`src/rtl/fanin_req_rr_arb_buffered.sv`:
```
// ---------------------------------------------------------------------------
// fanin_req_rr_arb_buffered
//
// N_CH-to-1 request fan-in for the TCDM/L2 crossbar bridge. A round-robin
// arbiter picks one requesting channel and captures its payload in a
// one-entry output register, which cuts the long address/data path towards
// the slave. The slot refills on the same edge that it retires, so under
// continuous slave grant the block moves one transfer per cycle.
//
// Ports
//   clk, rst_n        clock (rising edge), asynchronous active-low reset
//   data_req_i        per-channel request
//   data_add_i        per-channel address
//   data_wen_i        per-channel write enable (1 = read)
//   data_wdata_i      per-channel write data
//   data_wtag_i       per-channel write tag
//   data_be_i         per-channel byte enable
//   data_ID_i         per-channel requester ID (passed through)
//   data_aux_i        per-channel auxiliary sideband
//   data_gnt_o        per-channel grant, one-hot or zero, combinational
//   data_req_o        request to slave (output slot valid)
//   data_*_o          registered payload of the last winner
//   data_gnt_i        grant from slave
// ---------------------------------------------------------------------------
module fanin_req_rr_arb_buffered #(
   parameter int N_CH       = 4,
   parameter int ADDR_WIDTH = 32,
   parameter int DATA_WIDTH = 32,
   parameter int BE_WIDTH   = DATA_WIDTH / 8,
   parameter int TAG_WIDTH  = DATA_WIDTH / 8,
   parameter int ID_WIDTH   = 16,
   parameter int AUX_WIDTH  = 32,
   parameter int PTR_W      = (N_CH > 1) ? $clog2(N_CH) : 1
) (
   input  logic                                 clk,
   input  logic                                 rst_n,

   input  logic [N_CH-1:0]                      data_req_i,
   input  logic [N_CH-1:0][ADDR_WIDTH-1:0]      data_add_i,
   input  logic [N_CH-1:0]                      data_wen_i,
   input  logic [N_CH-1:0][DATA_WIDTH-1:0]      data_wdata_i,
   input  logic [N_CH-1:0][TAG_WIDTH-1:0]       data_wtag_i,
   input  logic [N_CH-1:0][BE_WIDTH-1:0]        data_be_i,
   input  logic [N_CH-1:0][ID_WIDTH-1:0]        data_ID_i,
   input  logic [N_CH-1:0][AUX_WIDTH-1:0]       data_aux_i,
   output logic [N_CH-1:0]                      data_gnt_o,

   output logic                                 data_req_o,
   output logic [ADDR_WIDTH-1:0]                data_add_o,
   output logic                                 data_wen_o,
   output logic [DATA_WIDTH-1:0]                data_wdata_o,
   output logic [TAG_WIDTH-1:0]                 data_wtag_o,
   output logic [BE_WIDTH-1:0]                  data_be_o,
   output logic [ID_WIDTH-1:0]                  data_ID_o,
   output logic [AUX_WIDTH-1:0]                 data_aux_o,
   input  logic                                 data_gnt_i
);

   logic             valid_q;
   logic [PTR_W-1:0] rr_q;
   logic [PTR_W-1:0] rr_d;
   logic [PTR_W-1:0] win;
   logic             load;

   // Cyclic priority scan starting at rr_q. Non-power-of-two channel counts
   // wrap explicitly so the pointer never addresses a missing channel.
   always_comb begin
      int               idx;
      logic             found;
      logic [PTR_W-1:0] sel;
      // NOTE: every variable driven here gets a default before any branch,
      // otherwise paths that skip an assignment would infer a latch.
      win   = rr_q;
      found = 1'b0;
      idx   = 0;
      sel   = '0;
      for (int i = 0; i < N_CH; i++) begin
         // NOTE: blocking '=' is correct inside combinational logic: each
         // iteration must see the value written by the previous one.
         idx = int'(rr_q) + i;
         if (idx >= N_CH) idx = idx - N_CH;
         sel = PTR_W'(idx);
         if (!found && data_req_i[sel]) begin
            win   = sel;
            found = 1'b1;
         end
      end
   end

   // The slot accepts a new entry when it is empty or retiring this cycle.
   // Gating with rst_n keeps input grants silent while reset is held.
   assign load = rst_n & (|data_req_i) & (~valid_q | data_gnt_i);

   assign rr_d = (win == PTR_W'(N_CH - 1)) ? '0 : win + PTR_W'(1);

   always_comb begin
      data_gnt_o = '0;
      for (int c = 0; c < N_CH; c++) begin
         data_gnt_o[c] = load && (win == PTR_W'(c));
      end
   end

   assign data_req_o = valid_q;

   always_ff @(posedge clk or negedge rst_n) begin
      if (!rst_n) begin
         // NOTE: the payload registers are reset too (not just valid_q) so
         // that every output reads zero while and after reset is asserted.
         valid_q      <= 1'b0;
         rr_q         <= '0;
         data_add_o   <= '0;
         data_wen_o   <= 1'b0;
         data_wdata_o <= '0;
         data_wtag_o  <= '0;
         data_be_o    <= '0;
         data_ID_o    <= '0;
         data_aux_o   <= '0;
      end else if (load) begin
         // NOTE: sequential state uses non-blocking '<=' so all registers
         // update together from pre-edge values.
         valid_q      <= 1'b1;
         rr_q         <= rr_d;
         data_add_o   <= data_add_i[win];
         data_wen_o   <= data_wen_i[win];
         data_wdata_o <= data_wdata_i[win];
         data_wtag_o  <= data_wtag_i[win];
         data_be_o    <= data_be_i[win];
         data_ID_o    <= data_ID_i[win];
         data_aux_o   <= data_aux_i[win];
      end else if (data_gnt_i) begin
         // Entry retires with nothing to replace it; payload holds.
         valid_q <= 1'b0;
      end
   end

endmodule
```
`config.mk`:
```
export PLATFORM = sky130hd
export DESIGN_NAME = fanin_req_rr_arb_buffered
export DESIGN_NICKNAME = d
export VERILOG_FILES = /design/src/rtl/fanin_req_rr_arb_buffered.sv
export SDC_FILE = /design/constraint.sdc
export NUM_CORES = 1
export LEC_CHECK = 0
export CAP_MARGIN = 20
export CORE_AREA = 2 2 241 243
export DETAILED_ROUTE_END_ITERATION = 8
export DIE_AREA = 0 0 243 245
export SLEW_MARGIN = 20
export SYNTH_ARGS = -nofsm -noshare
export SYNTH_HDL_FRONTEND = slang
export SYNTH_SLANG_ARGS = --single-unit
```
`constraint.sdc`:
```
create_clock -name clk -period 2.9 [get_ports clk]
set_clock_uncertainty 0.05 [all_clocks]
set_input_delay 0.58 -clock clk [delete_from_list [all_inputs] [get_ports clk]]
set_output_delay 0.58 -clock clk [all_outputs]
set_load 0.02 [all_outputs]
```
# After elaboration in Yosys (flattened, before gate mapping)
# Index checks and enable logic that the tools add are counted.
[totals]
n_memories = 0
romBits = 0
ramBits = 0
input_bits = 491
out_inout_bits = 126
latchBits = 0
wordCells = 82
reg_bits = 124
[classes]
addsub = 8
multipliers = 0
bitwise = 4
n_lt_le_gt_ge = 9
n_eq_ne = 3
n_reduce_logical = 13
shifts = 0
div_mod_pow = 0
mux = 36
[ops]
columns = ["cell", "n"]
rows = [
  ["$bmux W32 S2", 3],
  ["$mux W32", 3],
  ["$bmux W16 S2", 1],
  ["$mux W2", 9],
  ["$bmux W4 S2", 2],
  ["$mux W16", 1],
  ["$lt A2 B3 Y1 const B", 5],
  ["$bmux W1 S2", 5],
  ["$mux W1", 10],
  ["$ge A3 B3 Y1 const B", 3],
  ["$mux W4", 2],
  ["$sub A2 B1 Y2 const B", 4],
  ["$logic_and A1 B1 Y1", 7],
  ["$add A2 B2 Y3 const B", 2],
  ["$eq A2 B2 Y1 const B", 2],
  ["$reduce_or A4 Y1", 1],
  ["$add A2 B1 Y3 const B", 1],
  ["$ge A2 B3 Y1 const B", 1],
  ["$logic_not A1 Y1", 3],
  ["$add A2 B1 Y2 const B", 1],
  ["$and A1 B1 Y1", 2],
  ["$eq A2 B1 Y1 const B", 1],
  ["$logic_not A2 Y1", 1],
  ["$reduce_bool A2 Y1", 1],
  ["other kinds (2)", 2],
]

# Depth between registers and ports, before layout
# Gate-level depths: netlist of the first run.
[depth]
word_depth = 16
depth_mapped = 9

# Least setup slack after synthesis of the first run
# OpenSTA, ideal clock, no wires.
[synth_timing]
path_type = "input to output"
start = "in data_req_i[0]"
end = "out data_gnt_o[2]"
stages = 8
path_slack_ps = 110
t_arrival_ps = 2160
path_cell_list = "buf_6 -> nor2b_4 -> or4_4 -> buf_6 -> buf_6 -> buf_6 -> and2_4 -> nor3_2"
[synth_between]
elab_chain_len = 14
elab_cells_between_ends = 26
cone_classes = "1 x eq/ne; 15 x mux; 2 x bitwise; 8 x reduce/logical"
[synth_lines]
columns = ["element", "line", "source"]
rows = [
  ["start, declared", "38", "input logic [N_CH-1:0] data_req_i,"],
  ["$bmux W1 S2", "83", "if (!found && data_req_i[sel]) begin"],
  ["$mux W1 (not written as such)", "83", ""],
  ["$mux W1", "83", ""],
  ["$logic_not A1 Y1", "83", ""],
  ["$logic_and A1 B1 Y1", "83", ""],
  ["$mux W1", "83", ""],
  ["$logic_not A1 Y1", "83", ""],
  ["$logic_and A1 B1 Y1", "83", ""],
  ["$mux W1", "83", ""],
  ["$logic_not A1 Y1", "83", ""],
  ["$logic_and A1 B1 Y1", "83", ""],
  ["$mux W2", "83", ""],
  ["$eq A2 B2 Y1", "99", "data_gnt_o[c] = load && (win == PTR_W'(c));"],
  ["$logic_and A1 B1 Y1 *", "99", ""],
  ["end, declared", "46", "output logic [N_CH-1:0] data_gnt_o,"],
]
# Mark *: on every way between the ends. The rest lies on a longest branch, timed or not. The select of a mux whose other input is x is not followed.

# Worst setup path in the final report of the first run
[layout_timing]
start = "in data_req_i[0]"
end = "out data_gnt_o[0]"
[layout_between]
elab_chain_len = 14
elab_cells_between_ends = 26
cone_classes = "15 x mux; 2 x bitwise; 9 x reduce/logical"
[layout_lines]
columns = ["element", "line"]
rows = [
  ["$bmux W1 S2", "83"],
  ["$mux W1 (not written as such)", "83"],
  ["$mux W1", "83"],
  ["$logic_not A1 Y1", "83"],
  ["$logic_and A1 B1 Y1", "83"],
  ["$mux W1", "83"],
  ["$logic_not A1 Y1", "83"],
  ["$logic_and A1 B1 Y1", "83"],
  ["$mux W1", "83"],
  ["$logic_not A1 Y1", "83"],
  ["$logic_and A1 B1 Y1", "83"],
  ["$mux W2", "83"],
  ["$logic_not A2 Y1", "99"],
  ["$logic_and A1 B1 Y1 *", "99"],
]
# Marked as above.

==> results of run 1 <==
state kept, by name, summed over array words and instances, names as in the netlist:
register      flops
data_add_o       32
data_wtag_o       4
data_req_o        1
data_be_o         4
rr_q              2
data_aux_o       32
data_ID_o        16
data_wdata_o     32
data_wen_o        1
layout make-up:
| class | instances | area [µm²] | area share [%] |
|---|---|---|---|
| clock buffers | 18 | 429.2 | 2.607 |
| clock inverters | 12 | 173.9 | 1.056 |
| flip-flops and latches | 124 | 3103 | 18.85 |
| multi-input cells | 722 | 5056 | 30.71 |
| inverters | 1 | 3.754 | 0.02280 |
| well taps | 765 | 957.2 | 5.814 |
| repair buffers | 674 | 6734 | 40.91 |
| diodes | 2 | 5.005 | 0.03040 |
cell families after synthesis:
family                 Yosys count  share of synthesized area (%)
DFF                            124                          35.28
muxes                           73                          9.347
and+or+nand+nor                296                          17.30
buffers and inverters          134                          8.365
AOI/OAI and AO/OA              353                          29.71
worst paths after layout:
kind | startpoint | end | slack (ns) | depth (start not counted)
max reg2reg | rr_q[0]$_DFFE_PN0P_ | data_wdata_o[27]$_DFFE_PN0P_ | 0.34 | 9
max | data_req_i[0] | data_gnt_o[0] | 0.07 | 7
min | data_aux_o[23]$_DFFE_PN0P_ | data_aux_o[23]$_DFFE_PN0P_ | 0.45 | 1
min reg2reg | data_aux_o[23]$_DFFE_PN0P_ | data_aux_o[23]$_DFFE_PN0P_ | 0.45 | 1
max in group asynchronous | rst_n | data_wdata_o[25]$_DFFE_PN0P_ | 1.27 | 3
min in group asynchronous | rst_n | data_wdata_o[0]$_DFFE_PN0P_ | 0.47 | 2
report_power, final:
group          internal, W  switching, W
logic              0.00298       0.00327
registers          0.00231      0.000342
clock network      0.00142      0.000892
total              0.00671       0.00451
stage by stage:
stage	area (µm²)	total power (W)
2_1_floorplan	8795	0.006026
3_3_place_gp	15810	0.008829
3_5_place_dp	15810	0.008927
4_1_cts	16410	0.01133
5_1_grt	16460	0.01187
6_report	16460	0.01122
routing by layer:
| metal | GRT usage [%] | up-vias |
|---|---|---|
| li1 | - | 4990 |
| met1 | 16.50 | 5298 |
| met2 | 25.28 | 497 |
| met3 | 4.395 | 68 |
| met4 | 7.163 | 2 |
| met5 | 0 | - |
placed cells by master (no fill, tap or decap), types with 2 or more instances in the layout:
cell                              netlist  routed
sky130_fd_sc_hd__a21oi_1              122     121
sky130_fd_sc_hd__a21oi_4                0       2
sky130_fd_sc_hd__a221o_1               48      48
sky130_fd_sc_hd__a221oi_1              73      73
sky130_fd_sc_hd__a31oi_1                2       2
sky130_fd_sc_hd__buf_12                 0      10
sky130_fd_sc_hd__buf_4                  6      47
sky130_fd_sc_hd__buf_6                 17       4
sky130_fd_sc_hd__bufinv_16              0       4
sky130_fd_sc_hd__clkbuf_16              0      17
sky130_fd_sc_hd__clkdlybuf4s50_1        0     609
sky130_fd_sc_hd__clkinv_2               0       3
sky130_fd_sc_hd__clkinvlp_4             0       4
sky130_fd_sc_hd__dfrtp_1              124     124
sky130_fd_sc_hd__diode_2                0       2
sky130_fd_sc_hd__dlymetal6s2s_1         0       2
sky130_fd_sc_hd__mux2_1                20      20
sky130_fd_sc_hd__mux2_2                53      53
sky130_fd_sc_hd__nand2_1                4       3
sky130_fd_sc_hd__nand2b_1               4       3
sky130_fd_sc_hd__nand3_1              147     147
sky130_fd_sc_hd__nand4_1               48      48
sky130_fd_sc_hd__nor2_1                73      73
sky130_fd_sc_hd__nor2b_2                1       2
sky130_fd_sc_hd__nor2b_4                1       2
sky130_fd_sc_hd__nor3_1                 4       2
sky130_fd_sc_hd__nor3_2                 3       2
sky130_fd_sc_hd__nor3_4                 1       4
sky130_fd_sc_hd__o21ai_0                3       3
sky130_fd_sc_hd__o21ai_4                1       3
sky130_fd_sc_hd__o22a_1                49      49
sky130_fd_sc_hd__o31ai_1               48      48
timing repair:
item | CTS | global route
setup endpoints to repair | 4 | 4
hold buffers | 1 | 0
hold endpoints to repair | 9 | 0
gates resized for setup | 25 | 10
pin swaps | 0 | 2
==> impl_metrics.toml, run 1 <==
[run_status]
status = "finished clean"

[die]
floorplan.die_area_mm2 = 0.05954
floorplan.initialDensity_pct = 15.42
core_mm2 = 0.05703
io_pins = 617
fp-row-count = 88
die_w_um = 243
chipHeight_um = 245

[routing]
wl_um = 45370
routedLengthMet1_um = 17640
firstDrtPassIters = 5
dr_total_vias = 10855
wl_met3_um = 3504
detail-route-antenna-nets = 0
drt_first_iter_violations = 671
avgViaCountPerCell = 4.683
routedWlPerCell_um = 19.57
detailroute.wirelength.met2_um = 22580
total_drc_errors_in_the_routed_layout = 0
maxUsedRoutingLayer = "met5"

[logic_synthesis]
synthDominantAreaCellType = "sky130_fd_sc_hd__dfrtp_1"
ys_top_cells_by_count = "sky130_fd_sc_hd__nand3_1, sky130_fd_sc_hd__dfrtp_1, sky130_fd_sc_hd__a21oi_1"
ys_types = 41
ys_seq_area_share_pct = 35.28
synth-edff-count = 0
yosys_register_bits = 124
async_reset_ff_share_pct = 100.0
synth.avg_cell_area_um2 = 8.974
post_synth_instance_area_mm2 = 0.008795
synthMostInstantiatedCell = "sky130_fd_sc_hd__nand3_1"
synthesis.nets = 1471
post-synth-top-area-fraction_pct = 35.28
synthFlopType = "sky130_fd_sc_hd__dfrtp_1"
synth_area_leaders = "sky130_fd_sc_hd__dfrtp_1, sky130_fd_sc_hd__nand3_1, sky130_fd_sc_hd__a221oi_1"
postSynthCellCount = 980
yosysWarnings = 0

[critical_path]
cp_common_cell = "sky130_fd_sc_hd__buf_4"
critical_path_peak_fanout = 3
cp_cell_sequence = "clkdlybuf4s50_1, and3b_1, or4_4, buf_4, nand2_2, nor3_2, buf_4"
critPathSlowestCell = "sky130_fd_sc_hd__or4_4"
critPathLaunchType = "input port"
worst_setup_path_end_kind = "primary output"
critical_setup_path_kind = "input port to primary output"
worst_ep_arrival_time_ns = 2.20
path_delay_family = "simple AND/OR/NAND/NOR gates"
cp_data_required_time_ns = 2.27
timing.critical_path.buf_inv = 3
critPathMaxStageDelay_ns = 0.50

[grt]
grt_antenna_before_repair = 3
grt_util_all_layers_pct = 14.67
number_of_global_route_vias_before_repair = 11365
grt_max_degree = 148
grt_residual_overflow = 0
grt_first_pass_wirelength_um = 67340

[cts]
cts.htree.levels = 4
cts_buffer_depth = 2
cts_inserted_buffers = 17
tritoncts = "built"
path_clk_slew_ns = 0.05
cts_root_buf = "sky130_fd_sc_hd__clkbuf_16"
worst_skew_pair.late_latency_ns = 0.46
cts.repair_timing.setup_buffer_count = 0
cts_num_sinks = 124

[timing]
worst_slew_pin_slew_ns = 0.9164
hold_viol_final = 0
timing.setup.tns_ns = 0
layout_min_cycle_time_ns = 2.828
report.final.setup_viol = 0
final.period_utilization_pct = 97.50
slew_headroom_pct = 38.78
fmax_ghz = 0.3537
grt_setup_unrepaired = "false"
whs_ns = 0.4547
slew_violations = 0
worst_slack_ns = 0.07246

[cells_and_area]
layout.core_utilization_pct = 28.86
area.growth.synth_to_final_pct = 87.18
fin_nets = 2031
drive_above_1_share_pct = 10.83
fillers = 6063
stdcell_count = 2318

[power]
max-vdd-ir-drop_mv = 0.4301
p_per_area_mw_per_mm2 = 681.5
static-leakage-power_nw = 6.080

[place]
detailedPlace.worstSlack_ns = -0.5362
portBuffers = 616
place_congestion = 0.8807
placed_cells = 2285
hpwlAfterDp_um = 34140

[min_path]
timing.hold.worst.class = "flop to flop"

[flow_run]
timing.max_cap.violations = 0
Power figures use the tool's default switching activity.
==> run 2, diff against run 1 <==
clock period = 2.47 ns   (was 2.9 ns; I/O delays follow)
==> run 2 against run 1 <==
Compared with the run above: the flow now finishes with violations (negative setup slack); total power increased by 20%; combinational power increased by 23%; critical path depth decreased by 1; critical path type is now flop to primary output; critical endpoint is now data_gnt_o[2].
==> impl_metrics.toml, run 2 (synthesis gave the netlist of run 1 again) <==
[die]
io_pins = 617
chipHeight_um = 245
core_mm2 = 0.05703
floorplan.die_area_mm2 = 0.05954
die_w_um = 243
fp-row-count = 88
floorplan.initialDensity_pct = 15.42

[cts]
worst_skew_pair.late_latency_ns = 0.45
cts.htree.levels = 4
tritoncts = "built"
cts_buffer_depth = 2
cts_root_buf = "sky130_fd_sc_hd__clkbuf_16"
path_clk_slew_ns = 0.06
cts_hold_repair.buffers = 0
cts_inserted_buffers = 17
cts_num_sinks = 124

[routing]
dr_total_vias = 11028
avgViaCountPerCell = 4.713
wl_um = 47740
drt_first_iter_violations = 751
detail-route-antenna-nets = 0
routedWlPerCell_um = 20.40
firstDrtPassIters = 5
total_drc_errors_in_the_routed_layout = 0

[grt]
grt_first_pass_wirelength_um = 69370
grt_util_met3_pct = 4.581
grt.met2_usage_pct = 25.80
grt_max_degree = 148
grt_antenna_before_repair = 3
grt_residual_overflow = 0
number_of_global_route_vias_before_repair = 11085
met1_usage_grt_pct = 17.83
globalRoute.busiestLayer = "met2"
grt_util_all_layers_pct = 15.27

[critical_path]
crit-reg2reg-launch = "rr_q[0]$_DFFE_PN0P_"
worst_ep_arrival_time_ns = 2.00
critical_path_peak_fanout = 3
rr_worst_depth = 8
path_delay_family = "simple AND/OR/NAND/NOR gates"
cp_cell_sequence = "buf_6, nor2b_4, or4_4, and2_4, nor3_4, buf_6"
critPathLaunchType = "flop"
critPathSlowestCell = "sky130_fd_sc_hd__or4_4"
critical_setup_path_kind = "flop to primary output"
timing.rr.end = "data_wdata_o[10]$_DFFE_PN0P_"
cp_common_cell = "sky130_fd_sc_hd__buf_6"
setup.reg_to_reg.worst_slack_ns = -0.05
cp_num_cells = 6
worst_setup_path_end_kind = "primary output"
critPathMaxStageDelay_ns = 0.51
cp_data_required_time_ns = 1.93
setup.worst_path.end = "data_gnt_o[2]"
timing.critical_path.buf_inv = 2
critPathLaunch = "rr_q[0]$_DFFE_PN0P_"

[place]
hpwlAfterDp_um = 35540
portBuffers = 616
placed_cells = 2298
area_after_detailed_placement_mm2 = 0.01595
place_congestion = 0.9128

[cells_and_area]
finish.instance_area_mm2 = 0.01674
stdcell_count = 2340
most-common-layout-cells = "sky130_fd_sc_hd__clkdlybuf4s50_1, sky130_fd_sc_hd__nand3_1, sky130_fd_sc_hd__dfrtp_1, sky130_fd_sc_hd__a21oi_1"
drive_above_1_share_pct = 12.40
area.growth.synth_to_final_pct = 90.34
layout_commonest_cell = "sky130_fd_sc_hd__clkdlybuf4s50_1"
layout.core_utilization_pct = 29.35
fin_nets = 2050
layout_top_registers = "data_add_o x32, data_aux_o x32, data_wdata_o x32"

[min_path]
timing.hold.worst.class = "input port to async pin"

[timing]
worst_slack_ns = -0.07301
slew_violations = 0
worst_slew_pin_slew_ns = 0.8692
slew_headroom_pct = 42.05
layout_min_cycle_time_ns = 2.543
grt_setup_unrepaired = "true"
final.period_utilization_pct = 103.0
report.final.setup_viol = 7
fmax_ghz = 0.3932
hold_viol_final = 0

[power]
static-leakage-power_nw = 6.237
p_per_area_mw_per_mm2 = 801.3
max-vdd-ir-drop_mv = 0.5100

[flow_run]
timing.max_cap.violations = 0

[run_status]
status = "complete, but fails checks"
failed_checks = "negative setup slack"
==> run 2: routing by layer <==
layer	vias up	wire [µm]	part of all wire, %
li1	5034	-	-
met1	5355	18560	39
met2	562	23850	50
met3	75	3896	8.2
met4	2	1414	3.0
met5	-	16	0.034
==> run 2: final cells by class <==
cell class,count,area [µm²]
diodes,3,7.507
multi-input cells,722,5122
flip-flops and latches,124,3103
well taps,765,957.2
clock buffers,22,484.2
clock inverters,10,113.9
inverters,1,3.754
fillers,6082,40290
repair buffers,693,6948
==> run 2: repair_timing <==
item,4_1_cts,5_1_grt
endpoints found under the setup margin,123,63
cloned,0,1
setup buffers,7,1
resized for setup,42,8
pin swaps,6,0
==> run 2: how the worst min path moves through the flow <==
stage                     cells after the start                        start                           to  slack, ns
final                                         2                        rst_n   data_aux_o[19]$_DFFE_PN0P_       0.11
after global routing                          2                        rst_n   data_aux_o[18]$_DFFE_PN0P_       0.16
after CTS                                     2                        rst_n   data_aux_o[19]$_DFFE_PN0P_       0.13
after detailed placement                      1  data_wdata_o[8]$_DFFE_PN0P_  data_wdata_o[8]$_DFFE_PN0P_       0.45
after global placement                        1     data_ID_o[5]$_DFFE_PN0P_     data_ID_o[5]$_DFFE_PN0P_       0.44
after floorplan                               0                        rst_n     data_ID_o[0]$_DFFE_PN0P_       0.15
==> run 2: worst register-to-register path: stages, from the launching register on <==
cell,delay (ns)
sky130_fd_sc_hd__dfrtp_1,0.41
sky130_fd_sc_hd__buf_6,0.12
sky130_fd_sc_hd__nor2b_4,0.03
sky130_fd_sc_hd__or4_4,0.51
sky130_fd_sc_hd__buf_4,0.17
sky130_fd_sc_hd__buf_16,0.19
sky130_fd_sc_hd__nand3_1,0.66
sky130_fd_sc_hd__mux2_2,0.21
sky130_fd_sc_hd__a21oi_1,0.06
==> run 2: metrics by stage <==
step / hold slack, ns / total power [W] / setup TNS [ns] / worst slack, ns
global route: 0.1565 / 0.01417 / -0.7080 / -0.1596
CTS: 0.1334 / 0.01349 / -0.3770 / -0.1161
detailed placement: 0.4461 / 0.01067 / -76.33 / -0.7673
global placement: 0.4423 / 0.01057 / -69.49 / -0.7303
finish: 0.1094 / 0.01341 / -0.3210 / -0.07301
floorplan: 0.1484 / 0.007090 / -0.1375 / -0.09181
==> run 2: where the power goes <==
part,internal [W],total [W],switching (W),leakage (nW)
Clock,0.00159,0.00264,0.00105,0.284
Sequential,0.00272,0.00311,0.000399,1.39
Combinational,0.00367,0.00766,0.00399,4.56
Total,0.00797,0.0134,0.00544,6.24
